[src/rtl/branch_pkg.sv]
// Shared definitions for the branch controller: FSM states and func_3 encodings.
package branch_pkg;

  typedef enum logic [1:0] {
    IDLE,
    EVAL,
    RESP,
    FLUSH
  } state_t;

  localparam logic [2:0] F3_BEQ  = 3'b000;
  localparam logic [2:0] F3_BNE  = 3'b001;
  localparam logic [2:0] F3_BLT  = 3'b100;
  localparam logic [2:0] F3_BGE  = 3'b101;
  localparam logic [2:0] F3_BLTU = 3'b110;
  localparam logic [2:0] F3_BGEU = 3'b111;

  // 010 and 011 are the only unused branch encodings
  function automatic logic f3_legal(input logic [2:0] f3);
    return (f3 != 3'b010) && (f3 != 3'b011);
  endfunction

endpackage

[src/rtl/branch.sv]
// Branch condition comparator; illegal encodings resolve to not-taken.
module branch
  import branch_pkg::*;
(
  input  logic        bena,
  input  logic [31:0] rs1,
  input  logic [31:0] rs2,
  input  logic [2:0]  func_3,
  output logic        take,
  output logic        illegal
);

  always_comb begin
    take    = 1'b0;
    illegal = bena & ~f3_legal(func_3);
    if (bena) begin
      case (func_3)
        F3_BEQ:  take = (rs1 == rs2);
        F3_BNE:  take = (rs1 != rs2);
        F3_BLT:  take = ($signed(rs1) <  $signed(rs2));
        F3_BGE:  take = ($signed(rs1) >= $signed(rs2));
        F3_BLTU: take = (rs1 <  rs2);
        F3_BGEU: take = (rs1 >= rs2);
        default: take = 1'b0;
      endcase
    end
  end

endmodule

[src/rtl/branch_ctrl.sv]
// Branch resolution controller: accept, evaluate, redirect fetch, then flush.
// Define BRANCH_STATS_EN to add saturating stat_total / stat_taken counters.
module branch_ctrl
  import branch_pkg::*;
#(
  parameter int unsigned FLUSH_CYCLES = 2
) (
  input  logic        clk,
  input  logic        rst_n,
  input  logic        req_valid,
  output logic        req_ready,
  input  logic [31:0] rs1,
  input  logic [31:0] rs2,
  input  logic [2:0]  func_3,
  input  logic [31:0] pc,
  input  logic [31:0] imm,
  input  logic        kill,
  output logic        redirect_valid,
  input  logic        redirect_ready,
  output logic [31:0] redirect_pc,
  output logic        flush,
  output logic        stall,
  output logic        done,
  output logic        taken,
  output logic        illegal,
  output logic        misalign
`ifdef BRANCH_STATS_EN
  ,
  output logic [31:0] stat_total,
  output logic [31:0] stat_taken
`endif
);

  localparam logic [2:0] CNT_INIT = (FLUSH_CYCLES == 0) ? 3'd0 : 3'(FLUSH_CYCLES - 1);

  state_t      state;
  logic [2:0]  cnt;
  logic [31:0] op_rs1, op_rs2, op_pc, op_imm;
  logic [2:0]  op_f3;
  logic        res_taken, res_illegal, res_mis;
  logic [31:0] res_target;
  logic        cmp_take, cmp_illegal;
  logic [31:0] target_calc;
  logic        need_redir;

  branch u_branch (
    .bena    (1'b1),
    .rs1     (op_rs1),
    .rs2     (op_rs2),
    .func_3  (op_f3),
    .take    (cmp_take),
    .illegal (cmp_illegal)
  );

  always_comb target_calc = op_pc + op_imm;

  // Outputs decode registered state; done/redirect also gate on kill and the
  // redirect handshake so the pulse lands on the handshake cycle itself.
  assign need_redir     = res_taken & ~res_mis;
  assign req_ready      = (state == IDLE) & ~kill;
  assign stall          = (state != IDLE);
  assign redirect_valid = (state == RESP) & need_redir & ~kill;
  assign redirect_pc    = res_target;
  assign done           = (state == RESP) & ~kill & (~need_redir | redirect_ready);
  assign taken          = done & res_taken;
  assign illegal        = done & res_illegal;
  assign misalign       = done & res_mis;
  assign flush          = (state == FLUSH) & ~kill;

  always_ff @(posedge clk or negedge rst_n) begin
    if (!rst_n) begin
      state       <= IDLE;
      cnt         <= '0;
      op_rs1      <= '0;
      op_rs2      <= '0;
      op_pc       <= '0;
      op_imm      <= '0;
      op_f3       <= '0;
      res_taken   <= 1'b0;
      res_illegal <= 1'b0;
      res_mis     <= 1'b0;
      res_target  <= '0;
    end else begin
      case (state)
        IDLE: begin
          if (req_valid && req_ready) begin
            op_rs1 <= rs1;
            op_rs2 <= rs2;
            op_pc  <= pc;
            op_imm <= imm;
            op_f3  <= func_3;
            state  <= EVAL;
          end
        end
        EVAL: begin
          if (kill) begin
            state <= IDLE;
          end else begin
            res_taken   <= cmp_take;
            res_illegal <= cmp_illegal;
            res_target  <= target_calc;
            res_mis     <= cmp_take & (target_calc[1:0] != 2'b00);
            state       <= RESP;
          end
        end
        RESP: begin
          if (kill || !need_redir) begin
            state <= IDLE;
          end else if (redirect_ready) begin
            if (FLUSH_CYCLES == 0) begin
              state <= IDLE;
            end else begin
              cnt   <= CNT_INIT;
              state <= FLUSH;
            end
          end
        end
        FLUSH: begin
          if (kill || cnt == '0) state <= IDLE;
          else                   cnt   <= cnt - 1'b1;
        end
        default: state <= IDLE;
      endcase
    end
  end

`ifdef BRANCH_STATS_EN
  always_ff @(posedge clk or negedge rst_n) begin
    if (!rst_n) begin
      stat_total <= '0;
      stat_taken <= '0;
    end else begin
      if (done && stat_total != '1)  stat_total <= stat_total + 1'b1;
      if (taken && stat_taken != '1) stat_taken <= stat_taken + 1'b1;
    end
  end
`endif

endmodule

[config.mk]
export PLATFORM = sky130hd
export DESIGN_NAME = branch_ctrl
export DESIGN_NICKNAME = d
export VERILOG_FILES = /design/src/rtl/branch_pkg.sv /design/src/rtl/branch.sv /design/src/rtl/branch_ctrl.sv
export SDC_FILE = /design/constraint.sdc
export NUM_CORES = 1
export LEC_CHECK = 0
export BUFFER_PORTS_ARGS = -buffer_cell sky130_fd_sc_hd__buf_4
export CORE_UTILIZATION = 50
export DETAILED_ROUTE_END_ITERATION = 12
export MAX_ROUTING_LAYER = met4
export PLACE_DENSITY = 0.8
export SYNTH_ARGS = -nofsm -noshare
export SYNTH_HDL_FRONTEND = slang
export SYNTH_SLANG_ARGS = --single-unit
[constraint.sdc]
create_clock -name clk -period 2.67 [get_ports clk]
set_input_delay 0.1335 -clock clk [delete_from_list [all_inputs] [get_ports clk]]
set_output_delay 0.1335 -clock clk [all_outputs]
set_load 0.01 [all_outputs]
## After elaboration in Yosys (flattened, before gate mapping)

Index checks and enable logic that the tools add are counted.
Widths: inputs -> output; s select.

| word-level totals | value |
|---|---|
| latch bits | 0 |
| memory bits (writable) | 0 |
| output and inout bits | 40 |
| input port bits | 136 |
| memories kept | 0 |
| memory bits (read-only) | 0 |
| register bits | 171 |
| logic and storage cells | 77 |

| operators by class | value |
|---|---|
| equal/unequal tests | 18 |
| bitwise operators | 16 |
| magnitude comparators | 4 |
| reductions and logical operators | 15 |
| muxes and demuxes | 11 |
| shift operators | 0 |
| divide/modulo/power cells | 0 |
| multiply operators | 0 |
| $add $sub $neg | 2 |

Operators by type and width:

| operator | number |
|---|---|
| $ge 32x32->1 | 2 |
| $lt 32x32->1 | 2 |
| $add 32x32->32 | 1 |
| $eq 32x32->1 | 1 |
| $ne 32x32->1 | 1 |
| $eq 3x3->1 const B | 4 |
| $and 1x1->1 | 11 |
| $mux 2 | 5 |
| $mux 3 | 3 |
| $ne 3x2->1 const B | 3 |
| $pmux 2 s4 | 1 |
| $logic_not 3->1 | 2 |
| $ne 2x2->1 const B | 3 |
| $pmux 1 s6 | 1 |
| $pmux 3 s2 | 1 |
| $reduce_bool 2->1 | 3 |
| $eq 2x2->1 const B | 2 |
| $ne 2x1->1 const B | 2 |
| $not 1->1 | 4 |
| $reduce_and 2->1 | 2 |
| $reduce_and 4->1 | 1 |
| $eq 3x1->1 const B | 1 |
| $reduce_and 3->1 | 1 |
| $sub 3x1->3 const B | 1 |
| 6 further kinds | 8 |

## Longest topological paths before layout

Gate-level depths: netlist (run 1).

| depth | value |
|---|---|
| depth in word-level cells | 6 |
| gate-level depth with buffers | 11 |
| gate-level depth less buffers | 11 |

## Cells and area by module

From an unflattened synthesis (run 1), not the netlist that was laid out.

| second synthesis, totals | value |
|---|---|
| cells, all modules | 766 |
| area total of the unflattened synthesis | 8929.8 um^2 |

By module, submodules not included:

| module | instances | area an instance (um^2) | cells each |
|---|---|---|---|
| branch_ctrl | 1 | 7991.4 | 639 |
| branch | 1 | 938.4 | 127 |

## Least setup slack after synthesis (run 1)

Ideal clock, no wire load.

| timing | value |
|---|---|
| path type | register -> register |
| start | register op_pc[0] |
| end | register res_target[28], in the netlist redirect_pc[28] |
| stages on the path, launching flop included | 12 |
| arrival | 2.647 ns |
| period minus slack after synthesis | 2.793 ns |
| path slack | -0.123 ns |
| library setup time | 0.146 ns |
| required time | 2.524 ns |
| cell sequence | dfrtp_1 ha_1 fa_1 a211oi_1 o21ai_0 a41oi_1 a21oi_1 o211ai_1 o31ai_1 o21ai_0 mux2i_1 o311ai_0 |

| on the way | value |
|---|---|
| word-level cells in the longest chain between the ends | 1 |

RTL lines:

| item | line | source |
|---|---|---|
| from (decl) | branch_ctrl.sv:38 | `logic [31:0] op_rs1, op_rs2, op_pc, op_imm;` |
| from (signal assigned) | branch_ctrl.sv:89 | `op_pc <= pc;` |
| $add 32x32->32 | branch_ctrl.sv:55 | `always_comb target_calc = op_pc + op_imm;` |
| to (signal assigned) | branch_ctrl.sv:101 | `res_target <= target_calc;` |
| to (decl) | branch_ctrl.sv:41 | `logic [31:0] res_target;` |

No other way between the ends.
A chain may end at the register's enable or synchronous reset.

## Worst setup path in the final report (run 1)

| timing | value |
|---|---|
| start | register op_pc[0] |
| end | register res_target[24], in the netlist redirect_pc[24] |

Same word-level chain as after synthesis.

==> results of run 1 <==
state kept, by name (all words and copies together) (netlist names):
register / count
redirect_pc: 32
res_illegal: 1
res_taken: 1
op_rs1: 32
state: 2
op_pc: 32
op_imm: 32
res_mis: 1
op_f3: 3
cnt: 3
op_rs2: 32
routing by layer:
layer | track usage [%] | vias up
met5 | - | -
met4 | 13.3 | 0
met3 | 4.91 | 88
met2 | 47.1 | 290
met1 | 31.6 | 3668
li1 | - | 3518
critical path: stages, from the launching register on:
cell and delay (ps):
dfrtp_1 390, ha_2 200, fa_2 380, a211oi_4 270
o21ai_2 110, a41oi_2 170, a21oi_2 90, o211ai_1 270
buf_4 190, nand2b_1 60, a21oi_2 140, xor2_1 160
o21ai_1 70
cell type report:
type	instances	area, um2
fill	1089	4480
multi-input combinational	553	4440
sequential	171	4280
timing repair buffer	347	2990
clock buffer	21	460
tap	225	282
inverter	43	161
clock inverter	11	135
antenna	1	2.50
repair_timing:
action | CTS | global route
hold buffers | 133 | 0
endpoints found under the hold margin | 189 | 0
pin swaps | 9 | 24
gates resized for setup | 13 | 35
buffers inserted | 1 | 4
setup endpoints to repair | 10 | 14
synth_stat cells, types with 3 or more instances:
| cell | count | area (um2) |
|---|---|---|
| dfrtp_1 | 171 | 4280 |
| mux2_2 | 99 | 1110 |
| nand2_1 | 89 | 334 |
| o21ai_0 | 76 | 380 |
| ha_1 | 65 | 813 |
| inv_1 | 43 | 161 |
| a21oi_1 | 34 | 170 |
| clkbuf_1 | 26 | 97.6 |
| a21o_1 | 24 | 180 |
| nor2_1 | 16 | 60.1 |
| o21a_1 | 14 | 105 |
| a211oi_1 | 11 | 82.6 |
| xor2_1 | 11 | 96.3 |
| o31ai_1 | 10 | 75.1 |
| xnor2_1 | 10 | 87.6 |
| nand3_1 | 9 | 45.0 |
| nand4_1 | 9 | 56.3 |
| nand2b_1 | 6 | 37.5 |
| nor3_1 | 6 | 30.0 |
| and2_1 | 5 | 31.3 |
| nor3b_1 | 5 | 37.5 |
| mux2i_1 | 4 | 40.0 |
| nand3b_1 | 4 | 30.0 |
| a221oi_1 | 3 | 26.3 |
| and3_1 | 3 | 18.8 |
| buf_1 | 3 | 11.3 |
| nor2b_1 | 3 | 18.8 |
| o211ai_1 | 3 | 22.5 |
metrics by stage:
stage | utilization (%) | cell area, um2 | setup slack (ps) | setup TNS [ps]
after floorplan | - | 8770 | 23.8 | 0
after global placement | 61.3 | 10600 | -98.0 | -178
after detailed placement | 61.3 | 10600 | -189 | -582
after CTS | 72.9 | 12600 | -36.0 | -36.0
after global routing | 74.0 | 12700 | -120 | -503
final | 74.0 | 12800 | 20.8 | 0
cell families after synthesis:
logic type / Yosys count / synth area share (%)
DFF: 171 / 48.8
buffers and inverters: 72 / 3.08
AOI/OAI and AO/OA: 195 / 14.2
muxes: 103 / 13.2
and+or+nand+nor: 168 / 9.16
xor gates and xnor gates: 21 / 2.10
adders and majority gates: 66 / 9.51
power groups by stage:
stage               clock network (uW)  registers [uW]  logic (uW)
detailed placement                   0            3870        4520
global route                      2660            3960        5690
global placement                     0            3850        4400
floorplan                            0            3840        2870
CTS                               2550            3850        4830
finish                            2530            3890        5260
worst max-delay path by stage:
| stage | start | end | depth (start not counted) |
|---|---|---|---|
| after detailed placement | op_rs1[1] | res_mis | 10 |
| after CTS | op_rs1[1] | res_mis | 10 |
| after global routing | op_rs2[1] | res_mis | 11 |
| final | op_pc[0] | redirect_pc[24] | 12 |
| after global placement | op_rs1[9] | res_mis | 10 |
| after floorplan | op_pc[0] | redirect_pc[28] | 11 |
==> flow_summary.json, run 1 <==
{
  "drt-initial-drc-count": 471,
  "grt_overflow": 0,
  "core_um2": 17200,
  "dieArea_um2": 18100,
  "fin_nets": 1335,
  "share_of_flip_flops_with_an_asynchronous_set_or_reset_after_synthesis_pct": 100,
  "r2r_setup_slack_ps": 20,
  "place_hpwl_um": 14400,
  "die_x_um": 134,
  "holdWs_ps": 119,
  "fmax_ghz": 0.377,
  "antenna_found_initial": 0,
  "combPwrFrac_pct": 45.1,
  "clockBufferDepth": 2,
  "timing.critical_path.required_ps": 2960,
  "routed.top_layer": "met4",
  "ys_seq_elements": 171,
  "grt_max_degree": 96,
  "std_cell_rows": 48,
  "postRouteWirelength_um": 24200,
  "power.switching_uw": 4210,
  "seq_area_frac_synth_pct": 48.8,
  "cp.arrival_ps": 2940,
  "routabilityCongestion": 0.860,
  "yosysWarnings": 0,
  "worst_skew_late_latency_ps": 430,
  "critPathCaptureType": "flip-flop",
  "stdcell_count": 1372,
  "synth_fp_nets": 998,
  "cts_tree": "built",
  "period_minus_slack_ps": 2650,
  "routed-wl-met3_um": 1120,
  "startpoint_of_the_lowest_slack_hold_path": "kill",
  "first_global_vias": 7860,
  "p_per_area_nw_per_um2": 915,
  "ant_nets": 0,
  "worst_slew_pin_slew_ps": 696,
  "synth-edff-count": 0,
  "grt_util_all_layers_pct": 27.7,
  "most-common-layout-cells": "209 x buf_4, 171 x dfrtp_1, 133 x dlygate4sd3_1",
  "cts_sinks": 171,
  "grt_pass1_wl_um": 37700,
  "dr_total_vias": 7564,
  "syn2layout_area_growth_pct": 45.5,
  "p_int_uw": 7460,
  "postSynthCellCount": 796,
  "io_pins": 176,
  "skew_ps": 12.5,
  "fin_crit_sh_pct": 99.2,
  "post-layout-total-power_uw": 11700,
  "ir_worst_vdd_v": 0.000606,
  "slew_headroom_pct": 53.6,
  "detail_route.first_pass.iterations": 5,
  "hold_depth": 3,
  "clk_pin_slew_worst_paths_ps": 70,
  "worst_setup_path_start_kind": "flip-flop",
  "r2r_cells": 12,
  "critical_path.max_fanout": 3,
  "ys_types": 53,
  "wl_per_cell_um": 17.6,
  "rsz0062_at_grt": "true",
  "worst_r2r_startpoint": "op_pc[0]",
  "power.share.switching_pct": 36.1,
  "total_length_of_routed_met2_wires_um": 12400,
  "cts_max_level": 4,
  "seq_power_share_pct": 33.3,
  "postSynth.topFlopCell": "dfrtp_1",
  "die_height_um": 134,
  "critical_path_class": "flip-flop to flip-flop",
  "hold_path.class": "input port to flip-flop",
  "mappedNetlistArea_um2": 8770,
  "hold_viol_final": 0,
  "slew_violations": 0,
  "clock_root_buffer": "clkbuf_16",
  "portBuffers": 175,
  "post-route-drc-count": 0,
  "pwr-share-clk_pct": 21.7,
  "static-leakage-power_uw": 0.00593,
  "run_status": "completed",
  "finalSetupViolations": 0,
  "maxCapViolations": 0,
  "detail_route.wirelength.met1_um": 9730,
  "r2r_end": "redirect_pc[24]",
  "dpl.cell_count": 1201,
  "vias_per_cell": 5.51,
  "initial_utilization_pct": 50.9,
  "ratio_of_cells_with_drive_above_1_in_the_final_layout_pct": 34.1,
  "layout.cells.most_common": "buf_4",
  "avgSynthCellArea_um2": 11.0,
  "tritoncts.num_buffers": 17,
  "hold-path-endpoint": "cnt[0]"
}
Power figures use the tool's default switching activity.
==> run 2: changes to the inputs <==
- BUFFER_PORTS_ARGS: -buffer_cell sky130_fd_sc_hd__buf_4 -> default
- CORE_ASPECT_RATIO: default -> 0.5
- CORE_UTILIZATION: 50 -> 55
- DONT_BUFFER_PORTS: default -> 1
- PLACE_DENSITY: 0.8 -> 0.77
- SLEW_MARGIN: default -> 0
==> run 2 against run 1 <==
Effect of this change: the flow now finishes with violations (negative hold slack, negative setup slack); count of clock-buffer cells in the layout down 2; clock power up 2%; sequential cell count unchanged; worst hold slack worse by 720 ps; first-iteration DRC count down 24%; global-route usage up 0.23 points; largest cell class unchanged; highest routed layer unchanged.
==> flow_summary.json, run 2 (synthesized netlist as in run 1, its figures left out) <==
{
  "run_status": "finished with violations",
  "violations": "negative hold slack, negative setup slack",
  "finalSetupViolations": 1,
  "cp.arrival_ps": 2940,
  "die_x_um": 181,
  "critical_path_class": "flip-flop to flip-flop",
  "maxCapViolations": 0,
  "grt_max_degree": 172,
  "hold_viol_final": 171,
  "placedInstanceArea_um2": 9170,
  "cts_hold_buffers": 133,
  "cts_sinks": 171,
  "cts_max_level": 4,
  "pwr-share-clk_pct": 23.2,
  "holdWs_ps": -604,
  "power.switching_uw": 4050,
  "clockBufferDepth": 2,
  "place_hpwl_um": 13100,
  "portBuffers": 0,
  "slew_violations": 0,
  "antenna_found_initial": 0,
  "worst_slew_pin_slew_ps": 670,
  "io_pins": 176,
  "postRouteWirelength_um": 22300,
  "p_int_uw": 7140,
  "cts_tree": "built",
  "slew_headroom_pct": 55.3,
  "fmax_ghz": 0.374,
  "p_per_area_nw_per_um2": 982,
  "rsz0062_at_grt": "true",
  "core_um2": 15500,
  "dieArea_um2": 16500,
  "worst_setup_path_start_kind": "flip-flop",
  "wl_per_cell_um": 18.9,
  "clock_root_buffer": "clkbuf_16",
  "worst_skew_late_latency_ps": 430,
  "clk_pin_slew_worst_paths_ps": 70,
  "most-common-layout-cells": "171 x dfrtp_1, 133 x dlygate4sd3_1, 99 x mux2_2",
  "detail_route.first_pass.iterations": 5,
  "die_height_um": 91.3,
  "grt_util_all_layers_pct": 27.9,
  "critPathCaptureType": "flip-flop",
  "layout.cells.most_common": "dfrtp_1",
  "std_cell_rows": 32,
  "hold_path.class": "input port to async pin",
  "power.share.switching_pct": 36.2,
  "period_minus_slack_ps": 2670,
  "routabilityCongestion": 0.835,
  "drt-initial-drc-count": 358,
  "vias_per_cell": 5.75,
  "grt_pass1_wl_um": 35200,
  "seq_power_share_pct": 35.9,
  "skew_ps": 16.5,
  "syn2layout_area_growth_pct": 30.0,
  "first_global_vias": 7099,
  "number_of_antenna_cells_inserted": 0,
  "final_standard_cell_utilization_of_the_core_pct": 73.6,
  "post-route-drc-count": 0,
  "initial_utilization_pct": 56.6,
  "combPwrFrac_pct": 40.9,
  "number_of_fill_cells_in_the_layout": 1019,
  "dr_total_vias": 6776,
  "ir_worst_vdd_v": 0.000539,
  "postLayoutCellArea_um2": 11400,
  "ant_nets": 0,
  "fin_nets": 1163,
  "critical_path.max_fanout": 5,
  "tritoncts.num_buffers": 17,
  "timing.critical_path.required_ps": 2940,
  "setup_slack_ps": -3.79,
  "fin_crit_sh_pct": 100,
  "ratio_of_cells_with_drive_above_1_in_the_final_layout_pct": 22.6,
  "grt_overflow": 0,
  "static-leakage-power_uw": 0.00509
}
## run 2: cell count changes in the layout (fill, tap and decap cells not counted), moves of 2 or more
cell     delta
buf_12      -2
ha_1        +4
ha_4        -2
a21oi_1     -3
a21oi_2     +3
buf_4     -169
ha_2        -2
## run 2: metal layers
layer | up-vias | routed length (um) | track usage, %
met4 | 0 | 663 | 10.5
met2 | 214 | 10900 | 46.0
li1 | 3175 | - | -
met3 | 63 | 1140 | 6.62
met1 | 3324 | 9570 | 33.5
met5 | - | 0 | -
## run 2: repair_timing
action	in CTS	in global routing
pin swaps	14	28
setup buffers	5	8
endpoints found under the hold margin	306	171
gates resized for setup	16	32
endpoints found under the setup margin	11	14
## run 2: power by group through the flow
stage	Sequential [uW]	Clock, uW	Combinational [uW]
floorplan	3840	0	2870
global placement	3990	0	3640
detailed placement	4030	0	3780
CTS	3990	2620	4140
global route	4110	2730	5040
finish	4020	2590	4580
## run 2: area by class of cell
type / instances / area [um2] / share of cell area, %
flip-flops and latches: 171 / 4280 / 37.5
multi-input cells: 553 / 4420 / 38.8
repair buffers: 175 / 1670 / 14.7
clock inverters: 13 / 168 / 1.47
inverters: 43 / 161 / 1.42
clock buffers: 19 / 443 / 3.89
well taps: 204 / 255 / 2.24
## run 2: per-stage QoR
stage / TNS, ps / power, uW / setup WS, ps / hold WS [ps] / instances
final: -3.79 / 11200 / -3.79 / -604 / 1178
after global routing: -567 / 11900 / -91.1 / -621 / 1178
after CTS: -71.3 / 10800 / -38.4 / -617 / 1170
after detailed placement: -797 / 7820 / -247 / -159 / 1000
after global placement: -278 / 7640 / -161 / -159 / 1000
after floorplan: 0 / 6710 / 23.8 / -162 / 796
## run 2: worst paths after layout
kind / from / end / slack [ps] / cells after the start
max reg2reg: op_pc[11] / redirect_pc[26] / -4 / 11
max: op_pc[11] / redirect_pc[26] / -4 / 11
min: rst_n / op_rs1[9] / -600 / 0
min reg2reg: cnt[1] / cnt[1] / 490 / 2
min in group clk: kill / cnt[1] / 110 / 4
max in group asynchronous: rst_n / cnt[0] / 3000 / 0
## run 2: worst max-delay path, stage by stage, from the launching register on
cell and delay, ps:
dfrtp_1 390, ha_1 330, buf_4 170, o21ai_0 100, a21oi_1 140, a221oi_2 310, a21oi_2 120, o211ai_1 300
buf_4 190, o21ai_0 120, a211oi_2 240, o31ai_1 110
==> run 3: changes to the inputs <==
- CORE_ASPECT_RATIO: 0.5 -> default
==> run 3 against run 2 <==
Effect of this change: register-to-register slack better by 20 ps; cell count is 1.3% higher; first-iteration DRC count is 27% higher; wire length is 2.1% lower; largest power group unchanged; clock skew is 0.79 ps lower; die area is 0.19% lower; the run ends with negative hold slack left; worst setup slack better by 16 ps; design area is 0.90% higher.
==> flow_summary.json, run 3 (synthesized netlist as in run 1, its figures left out) <==
{
  "critical_path_class": "flip-flop to flip-flop",
  "ant_nets": 0,
  "first_global_vias": 7153,
  "post-layout-total-power_uw": 11100,
  "r2r_end": "redirect_pc[29]",
  "stdcell_count": 1193,
  "grt_max_degree": 172,
  "grt_overflow": 0,
  "timing.critical_path.required_ps": 2960,
  "cts_hold_buffers": 133,
  "period_minus_slack_ps": 2660,
  "run_status": "finished with violations",
  "worst_slew_pin_slew_ps": 579,
  "finalSetupViolations": 0,
  "fin_nets": 1169,
  "critical-path-slowest-cell": "dfrtp_1",
  "worst_r2r_startpoint": "op_pc[1]",
  "maxCapViolations": 0,
  "fmax_ghz": 0.376,
  "grt_util_all_layers_pct": 28.0,
  "timing.critical_path.to": "redirect_pc[29]",
  "ir_worst_vdd_v": 0.000583,
  "syn2layout_area_growth_pct": 31.2,
  "post-route-drc-count": 0,
  "hold_viol_final": 171,
  "antenna_found_initial": 2,
  "io_pins": 176,
  "routabilityCongestion": 0.888,
  "cts_max_level": 4,
  "clock_root_buffer": "clkbuf_16",
  "std_cell_rows": 45,
  "worst_skew_late_latency_ps": 430,
  "dieArea_um2": 16400,
  "power.share.switching_pct": 36.2,
  "r2r_cells": 10,
  "cts_tree": "built",
  "slew_violations": 0,
  "dr_total_vias": 6756,
  "ratio_of_cells_with_drive_above_1_in_the_final_layout_pct": 23.4,
  "die_height_um": 128,
  "combPwrFrac_pct": 42.2,
  "drt-initial-drc-count": 456,
  "vias_per_cell": 5.66,
  "wl_per_cell_um": 18.3,
  "slew_headroom_pct": 61.1,
  "clockBufferDepth": 2,
  "detail_route.first_pass.iterations": 4,
  "cp_cell_sequence": "ha_1, a211oi_4, o21a_1, o211ai_2, o21a_2, o211a_4, a31oi_4, o21ai_0, a211oi_1, o31ai_1",
  "critPathLaunch": "op_pc[1]",
  "tritoncts.num_buffers": 17,
  "critical_path.max_fanout": 3,
  "most-common-layout-cells": "171 x dfrtp_1, 133 x dlygate4sd3_1, 99 x mux2_2",
  "violations": "negative hold slack",
  "pwr-share-clk_pct": 21.3,
  "skew_ps": 15.7,
  "holdWs_ps": -601,
  "place_hpwl_um": 14400,
  "clk_pin_slew_worst_paths_ps": 70,
  "portBuffers": 0,
  "fin_crit_sh_pct": 99.6,
  "r2r_setup_slack_ps": 10,
  "static-leakage-power_uw": 0.00512,
  "hold_path.class": "input port to async pin",
  "postRouteWirelength_um": 21800,
  "critPathCaptureType": "flip-flop",
  "grt_pass1_wl_um": 34900,
  "seq_power_share_pct": 36.5,
  "dpl.cell_count": 1018,
  "p_int_uw": 7060,
  "initial_utilization_pct": 57.0,
  "power.switching_uw": 4010,
  "die_x_um": 128,
  "rsz0062_at_grt": "true",
  "cp.arrival_ps": 2950,
  "core_um2": 15400,
  "slowest_delay_ps": 420,
  "worst_setup_path_start_kind": "flip-flop",
  "cts_sinks": 171,
  "layout.cells.most_common": "dfrtp_1",
  "p_per_area_nw_per_um2": 963
}
==> run 3: layout make-up <==
cell class | instances | area (um2)
multi-input cells | 553 | 4480
well taps | 211 | 264
clock buffers | 23 | 478
fillers | 1001 | 3870
inverters | 43 | 161
diodes | 2 | 5.00
flip-flops and latches | 171 | 4280
repair buffers | 181 | 1750
clock inverters | 9 | 90.1
==> run 3: metrics by stage <==
| stage | utilization, % | TNS [ps] | hold slack [ps] | area, um2 | setup slack, ps |
|---|---|---|---|---|---|
| final | 74.8 | 0 | -601 | 11500 | 11.9 |
| after global routing | 74.8 | -575 | -621 | 11500 | -120 |
| after CTS | 73.5 | -16.8 | -618 | 11300 | -12.4 |
| after detailed placement | 60.4 | -780 | -159 | 9280 | -201 |
| after global placement | 60.4 | -268 | -159 | 9280 | -113 |
| after floorplan | - | 0 | -162 | 8770 | 23.8 |
==> run 3: repair_timing <==
| item | CTS | global route |
|---|---|---|
| setup buffers | 4 | 4 |
| cloned | 0 | 0 |
| resized for setup | 20 | 39 |
| hold endpoints to repair | 305 | 171 |
| endpoints found under the setup margin | 10 | 13 |
| pin swaps | 11 | 20 |
==> run 3: worst min-delay path by stage <==
stage / depth (start not counted) / slack, ps / to
2_1_floorplan: 0 / -160 / cnt[0]
3_3_place_gp: 0 / -160 / op_rs1[25]
3_5_place_dp: 0 / -160 / op_rs1[24]
4_1_cts: 0 / -620 / op_rs1[24]
5_1_grt: 0 / -620 / op_rs1[23]
6_report: 0 / -600 / op_rs1[21]
==> run 3: layer usage <==
layer  vias up  track usage, %  wire, um
li1       3181               -         -
met1      3359            33.6      9180
met2       175            47.3     11200
met3        41            5.63       960
met4         0            8.86       444
met5         -               -         0
==> run 3: critical path: cells and delay by family (launching register included) <==
| family | cells | cell delay [ps] |
|---|---|---|
| compound gates | 9 | 1750 |
| fa+ha+maj | 1 | 360 |
| flops | 1 | 420 |
==> run 3: power by group through the flow <==
stage               Combinational [uW]  Clock (uW)  Sequential [uW]
floorplan                         2870           0             3840
global route                      5120        2510             4120
CTS                               4280        2400             4020
finish                            4670        2360             4040
global placement                  3740           0             4010
detailed placement                3900           0             4060
